**src/rtl/lfsr_pkg.sv**
```systemverilog
// Shared LFSR types and the single-step reference function used by the core and
// by benches.
package lfsr_pkg;

  typedef enum logic {
    LFSR_FIB = 1'b0,
    LFSR_GAL = 1'b1
  } lfsr_mode_e;

  localparam int unsigned LfsrMaxWidth = 64;

  // One shift of a width-bit LFSR held in the low bits of a 64-bit word.
  function automatic logic [63:0] lfsr_step(input logic [63:0]   state,
                                            input logic [63:0]   taps,
                                            input lfsr_mode_e    mode,
                                            input int unsigned   width);
    logic [63:0] mask;
    logic [63:0] s;
    logic [63:0] t;
    logic        msb;
    mask = (64'd1 << width) - 64'd1;
    s    = state & mask;
    t    = taps & mask;
    msb  = |(s & (64'd1 << (width - 1)));
    if (mode == LFSR_FIB) begin
      lfsr_step = {s[62:0], ^(s & t)} & mask;
    end else begin
      lfsr_step = ({s[62:0], 1'b0} ^ (msb ? t : 64'd0)) & mask;
    end
  endfunction

endpackage

```
**src/rtl/lfsr_gen_if.sv**
```systemverilog
// Stream, reseed and status signals of the LFSR generator.
interface lfsr_gen_if #(
  parameter int unsigned WIDTH = 4,
  parameter int unsigned CNT_W = 16
) ();

  logic             load_i;
  logic [WIDTH-1:0] seed_i;
  logic             out_valid_o;
  logic             out_ready_i;
  logic [WIDTH-1:0] data_o;
  logic             wrap_o;
  logic [CNT_W-1:0] period_o;
  logic             zero_seed_o;

  modport master (
    input  load_i, seed_i, out_ready_i,
    output out_valid_o, data_o, wrap_o, period_o, zero_seed_o
  );

  modport slave (
    output load_i, seed_i, out_ready_i,
    input  out_valid_o, data_o, wrap_o, period_o, zero_seed_o
  );

endinterface

```
**src/rtl/lfsr_gen_core.sv**
```systemverilog
// Combinational next state: STEP single LFSR shifts chained in one cycle.
module lfsr_gen_core
  import lfsr_pkg::*;
#(
  parameter int unsigned      WIDTH = 4,
  parameter logic [WIDTH-1:0] TAPS  = 4'hA,
  parameter lfsr_mode_e       MODE  = LFSR_FIB,
  parameter int unsigned      STEP  = 1
) (
  input  logic [WIDTH-1:0] cur,
  output logic [WIDTH-1:0] nxt
);

  always_comb begin
    nxt = cur;
    for (int unsigned i = 0; i < STEP; i++) begin
      nxt = WIDTH'(lfsr_step(64'(nxt), 64'(TAPS), MODE, WIDTH));
    end
  end

endmodule

```
**src/rtl/lfsr_gen.sv**
```systemverilog
// LFSR pseudo-random stream source with runtime reseed, zero-seed guard and
// seed-to-seed period measurement.
module lfsr_gen
  import lfsr_pkg::*;
#(
  parameter int unsigned      WIDTH = 4,
  parameter logic [WIDTH-1:0] TAPS  = 4'hA,
  parameter logic [WIDTH-1:0] SEED  = 4'hE,
  parameter int unsigned      MODE  = 0,
  parameter int unsigned      STEP  = 1,
  parameter int unsigned      CNT_W = 16
) (
  input logic        clk,
  input logic        reset,
  lfsr_gen_if.master bus
);

  localparam lfsr_mode_e ModeSel = (MODE == 0) ? LFSR_FIB : LFSR_GAL;

  logic [WIDTH-1:0] state_q, state_d;
  logic [WIDTH-1:0] seed_q, seed_d;
  logic [WIDTH-1:0] step_nxt;
  logic [WIDTH-1:0] load_seed;
  logic [CNT_W-1:0] count_q, count_d;
  logic [CNT_W-1:0] period_q, period_d;
  logic             valid_q, valid_d;
  logic             wrap_q, wrap_d;
  logic             zero_q, zero_d;
  logic             xfer;
  logic             sat;

  lfsr_gen_core #(
    .WIDTH (WIDTH),
    .TAPS  (TAPS),
    .MODE  (ModeSel),
    .STEP  (STEP)
  ) u_core (
    .cur (state_q),
    .nxt (step_nxt)
  );

  always_comb begin
    xfer      = valid_q & bus.out_ready_i;
    sat       = &count_q;
    load_seed = (bus.seed_i == '0) ? SEED : bus.seed_i;
    state_d   = state_q;
    seed_d    = seed_q;
    count_d   = count_q;
    period_d  = period_q;
    valid_d   = 1'b1;
    wrap_d    = 1'b0;
    zero_d    = 1'b0;
    if (bus.load_i) begin
      state_d = load_seed;
      seed_d  = load_seed;
      count_d = '0;
      valid_d = 1'b0;
      zero_d  = (bus.seed_i == '0);
    end else if (xfer) begin
      state_d = step_nxt;
      // A saturated counter freezes period tracking until the next reseed.
      if (!sat) begin
        if (step_nxt == seed_q) begin
          wrap_d   = 1'b1;
          period_d = count_q + 1'b1;
          count_d  = '0;
        end else begin
          count_d = count_q + 1'b1;
        end
      end
    end
  end

  always_ff @(posedge clk) begin
    if (!reset) begin
      state_q  <= SEED;
      seed_q   <= SEED;
      count_q  <= '0;
      period_q <= '0;
      valid_q  <= 1'b0;
      wrap_q   <= 1'b0;
      zero_q   <= 1'b0;
    end else begin
      state_q  <= state_d;
      seed_q   <= seed_d;
      count_q  <= count_d;
      period_q <= period_d;
      valid_q  <= valid_d;
      wrap_q   <= wrap_d;
      zero_q   <= zero_d;
    end
  end

  assign bus.out_valid_o = valid_q;
  assign bus.data_o      = state_q;
  assign bus.wrap_o      = wrap_q;
  assign bus.period_o    = period_q;
  assign bus.zero_seed_o = zero_q;

  state_nonzero_a : assert property (@(posedge clk) disable iff (!reset) state_q != '0);

endmodule
```
**src/flat_wrapper.sv**
```systemverilog
// flat-port wrapper written by rule: the top's interface ports become plain ports
module lfsr_gen_flat import lfsr_pkg::*;
#(
  parameter int unsigned      WIDTH = 4,
  parameter logic [WIDTH-1:0] TAPS  = 4'hA,
  parameter logic [WIDTH-1:0] SEED  = 4'hE,
  parameter int unsigned      MODE  = 0,
  parameter int unsigned      STEP  = 1,
  parameter int unsigned      CNT_W = 16
)
  (clk, reset, bus_load_i, bus_seed_i, bus_out_ready_i, bus_out_valid_o, bus_data_o, bus_wrap_o, bus_period_o, bus_zero_seed_o);
  lfsr_gen_if #(.WIDTH(WIDTH), .CNT_W(CNT_W)) bus_i ();
  input logic clk;
  input logic reset;
  input wire logic [$bits(bus_i.load_i)-1:0] bus_load_i;
  input wire logic [$bits(bus_i.seed_i)-1:0] bus_seed_i;
  input wire logic [$bits(bus_i.out_ready_i)-1:0] bus_out_ready_i;
  output wire logic [$bits(bus_i.out_valid_o)-1:0] bus_out_valid_o;
  output wire logic [$bits(bus_i.data_o)-1:0] bus_data_o;
  output wire logic [$bits(bus_i.wrap_o)-1:0] bus_wrap_o;
  output wire logic [$bits(bus_i.period_o)-1:0] bus_period_o;
  output wire logic [$bits(bus_i.zero_seed_o)-1:0] bus_zero_seed_o;
  assign bus_i.load_i = bus_load_i;
  assign bus_i.seed_i = bus_seed_i;
  assign bus_i.out_ready_i = bus_out_ready_i;
  assign bus_out_valid_o = bus_i.out_valid_o;
  assign bus_data_o = bus_i.data_o;
  assign bus_wrap_o = bus_i.wrap_o;
  assign bus_period_o = bus_i.period_o;
  assign bus_zero_seed_o = bus_i.zero_seed_o;
  lfsr_gen #(.WIDTH(WIDTH), .TAPS(TAPS), .SEED(SEED), .MODE(MODE), .STEP(STEP), .CNT_W(CNT_W)) u_core (.clk(clk), .reset(reset), .bus(bus_i));
endmodule
```
**config.mk**
```make
export PLATFORM = sky130hd
export DESIGN_NAME = lfsr_gen_flat
export DESIGN_NICKNAME = d
export VERILOG_FILES = /design/src/rtl/lfsr_pkg.sv /design/src/rtl/lfsr_gen_if.sv /design/src/rtl/lfsr_gen_core.sv /design/src/rtl/lfsr_gen.sv /design/src/flat_wrapper.sv
export SDC_FILE = /design/constraint.sdc
export NUM_CORES = 1
export LEC_CHECK = 0
export BUFFER_PORTS_ARGS = -buffer_cell sky130_fd_sc_hd__buf_2
export CORE_UTILIZATION = 45
export CTS_BUF_LIST = sky130_fd_sc_hd__clkbuf_4 sky130_fd_sc_hd__clkbuf_8 sky130_fd_sc_hd__clkbuf_16
export DETAILED_ROUTE_END_ITERATION = 8
export PLACE_DENSITY = 0.76
export SLEW_MARGIN = 5
export SYNTH_ARGS = -nofsm -noshare
export SYNTH_HDL_FRONTEND = slang
export SYNTH_SLANG_ARGS = --single-unit
```
**constraint.sdc**
```tcl
create_clock -name clk -period 4.7 [get_ports clk]
set_clock_uncertainty 0.2 [all_clocks]
set_input_delay 0.705 -clock clk [delete_from_list [all_inputs] [get_ports clk]]
set_output_delay 0.705 -clock clk [all_outputs]
set_load 0.02 [all_outputs]
```
# ---- After elaboration in Yosys (flattened, before gate mapping)
# Index checks and enable logic that the tools add are counted.
dict set report word_totals {
  reg_bits 43
  input_bits 8
  output_inout_bits 23
  wordCells 29
}
dict set report classes {
  add_sub_neg 1
  n_eq_ne 1
  muxes 6
  bitwise_logic 5
  n_reduce_logical 9
}
# op count
set ops {}
lappend ops {{$reduce_xor A64 Y1} 1}
lappend ops {{$add A16 B1 Y16 const B} 1}
lappend ops {{$mux W16} 1}
lappend ops {{$reduce_and A16 Y1} 1}
lappend ops {{$mux W4} 3}
lappend ops {{$eq A4 B4 Y1} 1}
lappend ops {{$logic_not A4 Y1} 1}
lappend ops {{$not A1 Y1} 4}
lappend ops {{$reduce_and A2 Y1} 2}
lappend ops {{$reduce_and A4 Y1} 1}
lappend ops {{$reduce_or A4 Y1} 1}
lappend ops {{$mux W1} 2}
lappend ops {{$reduce_bool A2 Y1} 1}
lappend ops {{$reduce_or A2 Y1} 1}
lappend ops {{$and A1 B1 Y1} 1}

# ---- Depth between registers and ports, before layout
# Gate-level depths: netlist (run 1).
dict set report logic_depth {
  word_depth 3
  mapped_depth 9
  mapped_depth_nobuf 6
}

# ---- Hierarchy
# From an unflattened synthesis (run 1), not the netlist that was laid out.
dict set report unflattened {
  cells_unflattened 245
  area_unflattened_um2 2140.8
}
# module n_inst cells_each area_each_um2 seq_area_each_um2
set by_module_without_submodules {}
lappend by_module_without_submodules {lfsr_gen 1 241 2109.5 860.8}
lappend by_module_without_submodules {lfsr_gen_core 1 4 31.3 0.0}

# ---- Worst setup path before layout (run 1)
# Ideal clock, no wire load.
dict set report synth_timing {
  path_kind {register to register}
  from {register u_core.count_q[0]}
  to {register u_core.count_q[0]}
  setup_ns 0.070
  arrival_ns 1.880
  setup_slack_ns 2.550
  path_stages_with_launch 9
  path_buffers 2
  synth_period_minus_slack_ns 2.150
  cell_sequence {dfxtp_1 > ha_1 > and3_1 > buf_6 > and3_4 > a41o_1 > buf_6 > or3_1 > a21oi_1}
}
dict set report synth_via {
  elab_chain_len 3
  word_cells_on_any_way 5
  cone_classes {1 x add/sub; 1 x mux; 1 x bitwise; 2 x reduce/logical}
}
# item line_no
set synth_rtl {}
lappend synth_rtl {{start: declaration} lfsr_gen.sv:24} ;# logic [CNT_W-1:0] count_q, count_d;
lappend synth_rtl {{start signal: assignment} lfsr_gen.sv:86} ;# count_q <= count_d;
lappend synth_rtl {{parallel branches: the longest is 3 deep, another holds $add A16 B1 Y16} -}
# Parallel ways; which one is timed is not known.
# A chain may end at the register's enable or synchronous reset.

# ---- Worst setup path in the final report (run 1)
dict set report layout_timing {
  from {register u_core.count_q[0]}
  to {register u_core.count_q[14]}
}
# The elaborated chain is that of the path after synthesis.

==> flow_summary.toml, run 1 <==
[worst_setup_path]
crit_type = "flip-flop to flip-flop"
reg2reg_from = "u_core.count_q[0]$_SDFFE_PP0P_"
cp-startpoint = "u_core.count_q[0]$_SDFFE_PP0P_"
endpoint = "u_core.count_q[14]$_SDFFE_PP0P_"
worstRegToRegCells = 6
crit_path_cell_trace = "ha_1 -> and3_1 -> and3_4 -> a41oi_2 -> o21ai_0 -> a31o_2"
slowest_delay_ps = 900
critPathSlowestCell = "a41oi_2"
r2r_end = "u_core.count_q[14]$_SDFFE_PP0P_"
cp_max_fo = 26
startpoint_type = "flip-flop"
arrival_ps = 2950
reg2reg_slack_ps = 1730
cp.required_ps = 4680
endpoint_kind = "flip-flop"

[sta]
setup_violations = 0
hold_viol_final = 0
fmax_ghz = 0.3369
grt_setup_unrepaired = "no"
slew_violations = 0
post-route-period-util_pct = 63.16
tightest_slew_ps = 1134
max-slew-margin-rel_pct = 24.39
final.min_clock_period_ps = 2969
tns_ps = 0

[routing]
finalWirelength_um = 4722
viasPerCell = 5.898
wl_per_cell_um = 15.04
drt_pass1_iterations = 4
postRouteAntennaNets = 0
drc_errors = 0
num_vias = 1852
drt_iter0_markers = 192

[clocking]
cts_max_level = 2
cts_sinks = 43
cts_hold_buf = 0
worstSkewPairLatency_ps = 300
cts_tree = "done"
cts_buffer_depth = 2
clk_pin_slew_worst_paths_ps = 80
ctsRootBufferMaster = "clkbuf_8"
cts_setup_buffers = 0
cts_buffers = 5
ctsResizeCount = 0

[final_layout]
syn_to_final_growth_pct = 12.71
final_nets = 270
drive_above_1_share_pct = 15.65
num-fill-cells = 408
diodes = 0
fin_cells = 314

[placement]
gp_congestion = 0.8609
io_buffers = 30
place_hpwl_um = 3252
placedCellCount = 306

[status]
status = "complete, no violations"

[global_route]
track_usage_pct = 20.82
grt_pass1_wl_um = 8038
first_global_vias = 1650
antenna_found_initial = 0
grt_max_degree = 27
overflow = 0

[pwr]
ir_worst_vdd_uv = 155.2
powerDensity_nw_per_um2 = 334.9
p_leak_nw = 0.8296

[yosys]
syn-num-nets = 249
synth_area_um2 = 2057
yosysMostFrequentCell = "dfxtp_1"
synth.largest_area_cell = "dfxtp_1"
syn_inst = 240
synth_top_area_share_pct = 41.85
synth_warnings = 0
synth_area_leaders = "dfxtp_1, a21oi_1, a211oi_1"
synth_edf_count = 0
async_flop_share_pct = 0
yosysSeqAreaShare_pct = 41.85
yosys_most_used_dff = "dfxtp_1"
synth-seq-cells = 43
ys_types = 39
synthTopCellsByCount = "dfxtp_1, a21oi_1, nand2_1, a211oi_1, nor3_1"
syn_area_per_cell_um2 = 8.571

[floorplan]
die_area_um2 = 4846
fp.dieH_um = 69.61
rows = 24
io_pins = 31
design.core.area_um2 = 4384
start_util_pct = 46.92
chipWidth_um = 69.61

[min_path]
min_path_type = "flip-flop to flip-flop"

[job]
maxCapViolCount = 0
[metrics by stage]
step / setup WS (ps) / total power [W] / hold slack [ps] / utilization (%) / area, µm²
floorplan: 2550 / 0.0004243 / 263.7 / - / 2057
global placement: 1936 / 0.0004388 / 272.4 / 49.77 / 2182
detailed placement: 1870 / 0.0004395 / 278.5 / 49.77 / 2182
CTS: 1773 / 0.0007796 / 291.3 / 52.88 / 2318
global route: 1607 / 0.0008054 / 303.5 / 52.88 / 2318
finish: 1731 / 0.0007764 / 295.2 / 52.88 / 2318
[final cells by class]
class	count	area, µm²	share of cell area, %
multi-input cells	179	1099	47.38
clock inverters	2	60.06	2.590
clock buffers	6	76.32	3.292
well taps	52	65.06	2.806
repair buffers	30	150.1	6.476
inverters	2	7.507	0.3238
flip-flops and latches	43	860.8	37.13
[worst max-delay path, delay by kind of cell (launching register included)]
family / cells / cell delay, ps
AOI/OAI and AO/OA: 3 / 1550
and+or+nand+nor: 2 / 490
DFF: 1 / 350
adders and majority gates: 1 / 270
[worst min path at each step]
stage | from | end | slack [ps] | cells after the start
floorplan | u_core.seed_q[0]$_SDFFE_PN0P_ | u_core.seed_q[0]$_SDFFE_PN0P_ | 260 | 2
global placement | u_core.seed_q[0]$_SDFFE_PN0P_ | u_core.seed_q[0]$_SDFFE_PN0P_ | 270 | 2
detailed placement | u_core.seed_q[0]$_SDFFE_PN0P_ | u_core.seed_q[0]$_SDFFE_PN0P_ | 280 | 2
CTS | u_core.seed_q[0]$_SDFFE_PN0P_ | u_core.seed_q[0]$_SDFFE_PN0P_ | 290 | 2
global route | u_core.seed_q[0]$_SDFFE_PN0P_ | u_core.seed_q[0]$_SDFFE_PN0P_ | 300 | 2
finish | u_core.seed_q[0]$_SDFFE_PN0P_ | u_core.seed_q[0]$_SDFFE_PN0P_ | 300 | 2
[registers in the layout, summed over array words and instances (netlist names)]
signal,count
u_core.bus.out_valid_o,1
u_core.bus.data_o,4
u_core.bus.period_o,16
u_core.seed_q,4
u_core.bus.zero_seed_o,1
u_core.bus.wrap_o,1
u_core.count_q,16
[placed cells by master, fill, tap and decap left out, types with 3 or more instances in the layout]
cell | netlist | routed
dfxtp_1 | 43 | 43
buf_2 | 6 | 30
a21oi_1 | 28 | 28
nand2_1 | 21 | 21
a211oi_1 | 15 | 15
nor3_1 | 13 | 13
xnor2_1 | 12 | 12
nor2_1 | 11 | 11
o21ai_0 | 11 | 11
nand3_1 | 10 | 10
and3_1 | 8 | 8
xor2_1 | 6 | 6
clkbuf_8 | 0 | 5
nand4_1 | 4 | 4
and2_1 | 3 | 3
and4_1 | 3 | 3
a32o_1 | 3 | 3
or3_1 | 3 | 3
o22ai_1 | 3 | 3
nor2b_1 | 3 | 3
o2bb2ai_1 | 3 | 3
[kinds of logic (layout without fill, tap and decap cells)]
kind of cell | after synthesis | in the layout | share of synthesized area [%]
flops | 43 | 43 | 41.85
compound gates | 70 | 70 | 21.90
buf+inv | 18 | 40 | 4.745
fa+ha+maj | 1 | 1 | 0.6082
mux | 1 | 1 | 0.4866
xor+xnor | 18 | 18 | 7.664
simple gates | 89 | 89 | 22.75
[power by group]
group	total [W]	switching [W]	internal, W
clock network	0.000344	0.000126	0.000218
logic	0.0000554	0.0000384	0.0000171
registers	0.000377	0.00000635	0.000370
total	0.000776	0.000171	0.000605
[per-layer routing]
| layer | vias to the layer above | part of all wire, % | track usage, % |
|---|---|---|---|
| met5 | - | 0 | 0 |
| met4 | 0 | 2.2 | 8.444 |
| met3 | 12 | 6.9 | 5.523 |
| met2 | 65 | 42 | 29.02 |
| met1 | 855 | 49 | 30.26 |
| li1 | 920 | - | - |
Note: power is estimated with default switching activity, not from simulation.
==> run 2, diff against run 1 <==
==> constraint.sdc (replaced) <==
create_clock -name clk -period 3 [get_ports clk]
set_clock_uncertainty 0.2 [all_clocks]
set_input_delay 0.45 -clock clk [delete_from_list [all_inputs] [get_ports clk]]
set_output_delay 0.45 -clock clk [all_outputs]
set_load 0.02 [all_outputs]
==> run 2 against run 1 <==
Non-clock buffer count up 3. Via count down 0.38%. Utilization down 0.60 points. First-iteration DRC count down 1.6%. Largest power group unchanged. Clock-buffer cell count unchanged. Total power up 35%. Largest cell class unchanged. Global-route usage down 0.52 points. Clock power up 6.7%.
==> flow_summary.toml, run 2 (synthesis results as in run 1) <==
[placement]
io_buffers = 30
place_hpwl_um = 3370
gp_congestion = 0.9604

[sta]
hold_viol_final = 0
slew_violations = 0
final.min_clock_period_ps = 2703
tightest_slew_ps = 834.4
fmax_ghz = 0.3699
max-slew-margin-rel_pct = 44.37
post-route-period-util_pct = 90.11
setup_violations = 0
grt_setup_unrepaired = "no"
tns_ps = 0

[worst_setup_path]
worstRegToRegCells = 7
cpLargestDelayFamily = "compound AO/OA/AOI/OAI gates"
slowest_delay_ps = 680
critPathBufInv = 1
arrival_ps = 2700
critPathSlowestCell = "a41oi_2"
startpoint_type = "flip-flop"
crit_path_cell_trace = "ha_1 -> and3_1 -> and3_4 -> a41oi_2 -> buf_4 -> a21oi_1 -> a211oi_1"
reg2reg_from = "u_core.count_q[0]$_SDFFE_PP0P_"
cp_max_fo = 18
crit_type = "flip-flop to flip-flop"
cp.required_ps = 3000
reg2reg_slack_ps = 300
r2r_end = "u_core.bus.period_o[10]$_SDFFE_PN0P_"
endpoint_kind = "flip-flop"

[min_path]
hold_path_end = "u_core.bus.zero_seed_o$_SDFF_PN0_"
hp-start = "reset"
hold_depth = 2
min_path_type = "input port to flip-flop"

[global_route]
antenna_found_initial = 0
overflow = 0
track_usage_pct = 20.30
grt_pass1_wl_um = 7859
first_global_vias = 1635
grt_max_degree = 21

[final_layout]
diodes = 0
layout_common_cells = "dfxtp_1, buf_2, a21oi_1"
syn_to_final_growth_pct = 11.44
drive_above_1_share_pct = 16.29
num-fill-cells = 396
postLayoutCoreUtil_pct = 52.28
final_nets = 273
mostFrequentLayoutCell = "dfxtp_1"

[floorplan]
start_util_pct = 46.92
rows = 24
die_area_um2 = 4846
chipWidth_um = 69.61
design.core.area_um2 = 4384
fp.dieH_um = 69.61
io_pins = 31

[routing]
postRouteAntennaNets = 0
drc_errors = 0
num_vias = 1845
viasPerCell = 5.839
drt_iter0_markers = 189
wl_per_cell_um = 15.15
finalWirelength_um = 4786
drt_pass1_iterations = 4

[pwr]
powerDensity_nw_per_um2 = 456.5
ir_worst_vdd_uv = 244.2
power_w = 0.001046
p_leak_nw = 0.8219

[clocking]
worstSkewPairLatency_ps = 290
cts_setup_buffers = 0
cts_buffer_depth = 2
cts_buffers = 5
ctsRootBufferMaster = "clkbuf_8"
cts_tree = "done"
cts_max_level = 2
cts_sinks = 43
cts_hold_buf = 0
clk_pin_slew_worst_paths_ps = 80
ctsResizeCount = 0

[job]
maxCapViolCount = 0

[status]
status = "complete, no violations"
run 2: how the worst max path moves through the flow:
stage                                              start                                   end  cells after the start
final                     u_core.count_q[0]$_SDFFE_PP0P_  u_core.bus.period_o[10]$_SDFFE_PN0P_                      7
after floorplan           u_core.count_q[0]$_SDFFE_PP0P_        u_core.count_q[0]$_SDFFE_PP0P_                      8
after CTS                 u_core.count_q[0]$_SDFFE_PP0P_  u_core.bus.period_o[10]$_SDFFE_PN0P_                      7
after global routing      u_core.count_q[0]$_SDFFE_PP0P_   u_core.bus.period_o[8]$_SDFFE_PN0P_                      7
after detailed placement  u_core.count_q[0]$_SDFFE_PP0P_  u_core.bus.period_o[10]$_SDFFE_PN0P_                      7
after global placement    u_core.count_q[0]$_SDFFE_PP0P_   u_core.bus.period_o[0]$_SDFFE_PN0P_                      6
run 2: routing by layer:
layer	global-route usage, %	vias up	part of all wire (%)
li1	-	923	-
met1	29.44	857	48
met2	29.99	61	45
met3	4.506	4	6.3
met4	6.222	0	1.1
met5	0	-	0
run 2: area by class of cell:
| class | instances | area [µm²] | area share, % |
|---|---|---|---|
| Clock inverter | 1 | 5.005 | 0.2183 |
| Clock buffer | 6 | 82.58 | 3.603 |
| Multi-Input combinational cell | 179 | 1099 | 47.93 |
| Tap cell | 52 | 65.06 | 2.838 |
| Inverter | 2 | 7.507 | 0.3275 |
| Sequential cell | 43 | 860.8 | 37.55 |
| Timing Repair Buffer | 33 | 172.7 | 7.533 |
run 2: report_power, final:
group	internal (W)	total (W)	switching [W]
Combinational	0.0000288	0.0000902	0.0000614
Clock	0.000181	0.000367	0.000186
Sequential	0.000580	0.000590	0.00000972
run 2: stage by stage:
stage          std cells  hold WS [ps]  setup slack, ps  cell area [µm²]
3_5_place_dp         309         279.3            329.8             2205
6_report             316         192.6            296.8             2292
4_1_cts              316         194.4            333.2             2292
3_3_place_gp         309         272.9            438.1             2205
5_1_grt              316         197.3            50.60             2292
2_1_floorplan        240         263.7            849.5             2057
==> run 3, diff against run 2 <==
--- a/config.mk
+++ b/config.mk
@@ -6,10 +6,10 @@
 export NUM_CORES = 1
 export LEC_CHECK = 0
 export BUFFER_PORTS_ARGS = -buffer_cell sky130_fd_sc_hd__buf_2
-export CORE_UTILIZATION = 45
+export CORE_UTILIZATION = 51
 export CTS_BUF_LIST = sky130_fd_sc_hd__clkbuf_4 sky130_fd_sc_hd__clkbuf_8 sky130_fd_sc_hd__clkbuf_16
 export DETAILED_ROUTE_END_ITERATION = 8
-export PLACE_DENSITY = 0.76
+export PLACE_DENSITY = 0.84
 export SLEW_MARGIN = 5
 export SYNTH_ARGS = -nofsm -noshare
 export SYNTH_HDL_FRONTEND = slang
==> run 3 against run 2 <==
Total power rose by 10%. Sequential share of layout area shrank 0.41 points. Clock power up 28%. Routed wire length up 3.7%. Critical path depth stayed put. Die area is 11% lower. Worst hold slack hardly changed. Worst setup slack better by 76 ps. Clock-buffer cell count stayed put. Utilization is 9.2 points higher. Sequential cell count did not move. First-iteration DRC count fell by 11%.
==> flow_summary.toml, run 3 (synthesis results as in run 1) <==
[status]
status = "complete, no violations"

[sta]
tightest_slew_ps = 703.5
post-route-period-util_pct = 87.56
final.min_clock_period_ps = 2627
setup_violations = 0
slew_violations = 0
tns_ps = 0
max-slew-margin-rel_pct = 52.92
grt_setup_unrepaired = "no"
hold_viol_final = 0
fmax_ghz = 0.3807

[min_path]
min_path_type = "input port to flip-flop"

[global_route]
antenna_found_initial = 0
grt_max_degree = 21
grt_pass1_wl_um = 8328
first_global_vias = 1788
track_usage_pct = 25.94
overflow = 0

[routing]
drt_pass1_iterations = 4
postRouteAntennaNets = 0
finalWirelength_um = 4961
wl_per_cell_um = 15.85
drc_errors = 0
viasPerCell = 6.048
drt_iter0_markers = 168
num_vias = 1893

[floorplan]
start_util_pct = 54.55
rows = 22
fp.dieH_um = 65.51
io_pins = 31
design.core.area_um2 = 3771
die_area_um2 = 4292
chipWidth_um = 65.51

[pwr]
p_leak_nw = 0.8360
ir_worst_vdd_uv = 195.9
powerDensity_nw_per_um2 = 497.3
power_w = 0.001152

[worst_setup_path]
endpoint_kind = "flip-flop"
startpoint_type = "flip-flop"
crit_type = "flip-flop to flip-flop"
cp.required_ps = 3010
cp_max_fo = 15
arrival_ps = 2630

[placement]
place_hpwl_um = 3422
io_buffers = 30
gp_congestion = 0.9404

[final_layout]
drive_above_1_share_pct = 16.60
syn_to_final_growth_pct = 12.65
num-fill-cells = 334
diodes = 0
multi_input_area_um2 = 1099
final_nets = 273
seq_area_um2 = 860.8
mostFrequentLayoutCell = "dfxtp_1"
layout_common_cells = "dfxtp_1, buf_2, a21oi_1"

[clocking]
cts_max_level = 2
ctsResizeCount = 0
cts_buffers = 5
cts_sinks = 43
cts_tree = "done"
cts_buffer_depth = 2
ctsRootBufferMaster = "clkbuf_8"
cts_hold_buf = 0
worstSkewPairLatency_ps = 310
clk_pin_slew_worst_paths_ps = 80
cts_setup_buffers = 0

[job]
maxCapViolCount = 0
[run 3: changes by cell type in the layout (fill, tap and decap cells not counted)]
cell       delta
bufinv_16     +1
[run 3: area by class of cell]
class / instances / area share, %
clock buffer: 6 / 3.564
clock inverter: 2 / 1.512
inverter: 2 / 0.3240
multi-input combinational: 179 / 47.41
sequential: 43 / 37.15
tap: 48 / 2.592
timing repair buffer: 33 / 7.451
[run 3: worst paths after layout]
| kind | end | startpoint | slack [ps] | cells after the start |
|---|---|---|---|---|
| hold / removal | u_core.bus.zero_seed_o$_SDFF_PN0_ | reset | 190 | 2 |
| setup / recovery | u_core.bus.period_o[14]$_SDFFE_PN0P_ | u_core.count_q[0]$_SDFFE_PP0P_ | 370 | 7 |
| setup reg to reg | u_core.bus.period_o[14]$_SDFFE_PN0P_ | u_core.count_q[0]$_SDFFE_PP0P_ | 370 | 7 |
| hold reg to reg | u_core.count_q[7]$_SDFFE_PP0P_ | u_core.count_q[7]$_SDFFE_PP0P_ | 300 | 2 |
[run 3: critical path, stage by stage (launching register included)]
cell and delay (ps):
dfxtp_1 360, ha_1 270, and3_1 260, and3_4 220, a41oi_2 580, buf_4 300
a21oi_1 80, a211oi_1 240
[run 3: layer usage]
metal | GRT usage [%] | up-vias | part of all wire, %
met5 | 0 | - | 0
met4 | 13.59 | 0 | 3.2
met2 | 40.21 | 77 | 44
met3 | 6.250 | 16 | 7.3
li1 | - | 923 | -
met1 | 33.12 | 877 | 46
[run 3: power by group]
group / switching (W) / internal [W] / leakage (nW)
clock: 0.000202 / 0.000269 / 0.0612
sequential: 0.00000977 / 0.000580 / 0.348
combinational: 0.0000627 / 0.0000289 / 0.426
[run 3: per-stage QoR]
stage / setup WS, ps / hold slack [ps] / area, µm² / std cells / util (%)
after detailed placement: 446.7 / 290.3 / 2200 / 305 / 58.33
final: 373.2 / 192.2 / 2317 / 313 / 61.45
after global routing: 252.4 / 188.7 / 2317 / 313 / 61.45
after CTS: 404.1 / 186.6 / 2317 / 313 / 61.45
after global placement: 531.2 / 271.8 / 2200 / 305 / 58.33
after floorplan: 849.5 / 263.7 / 2057 / 240 / -
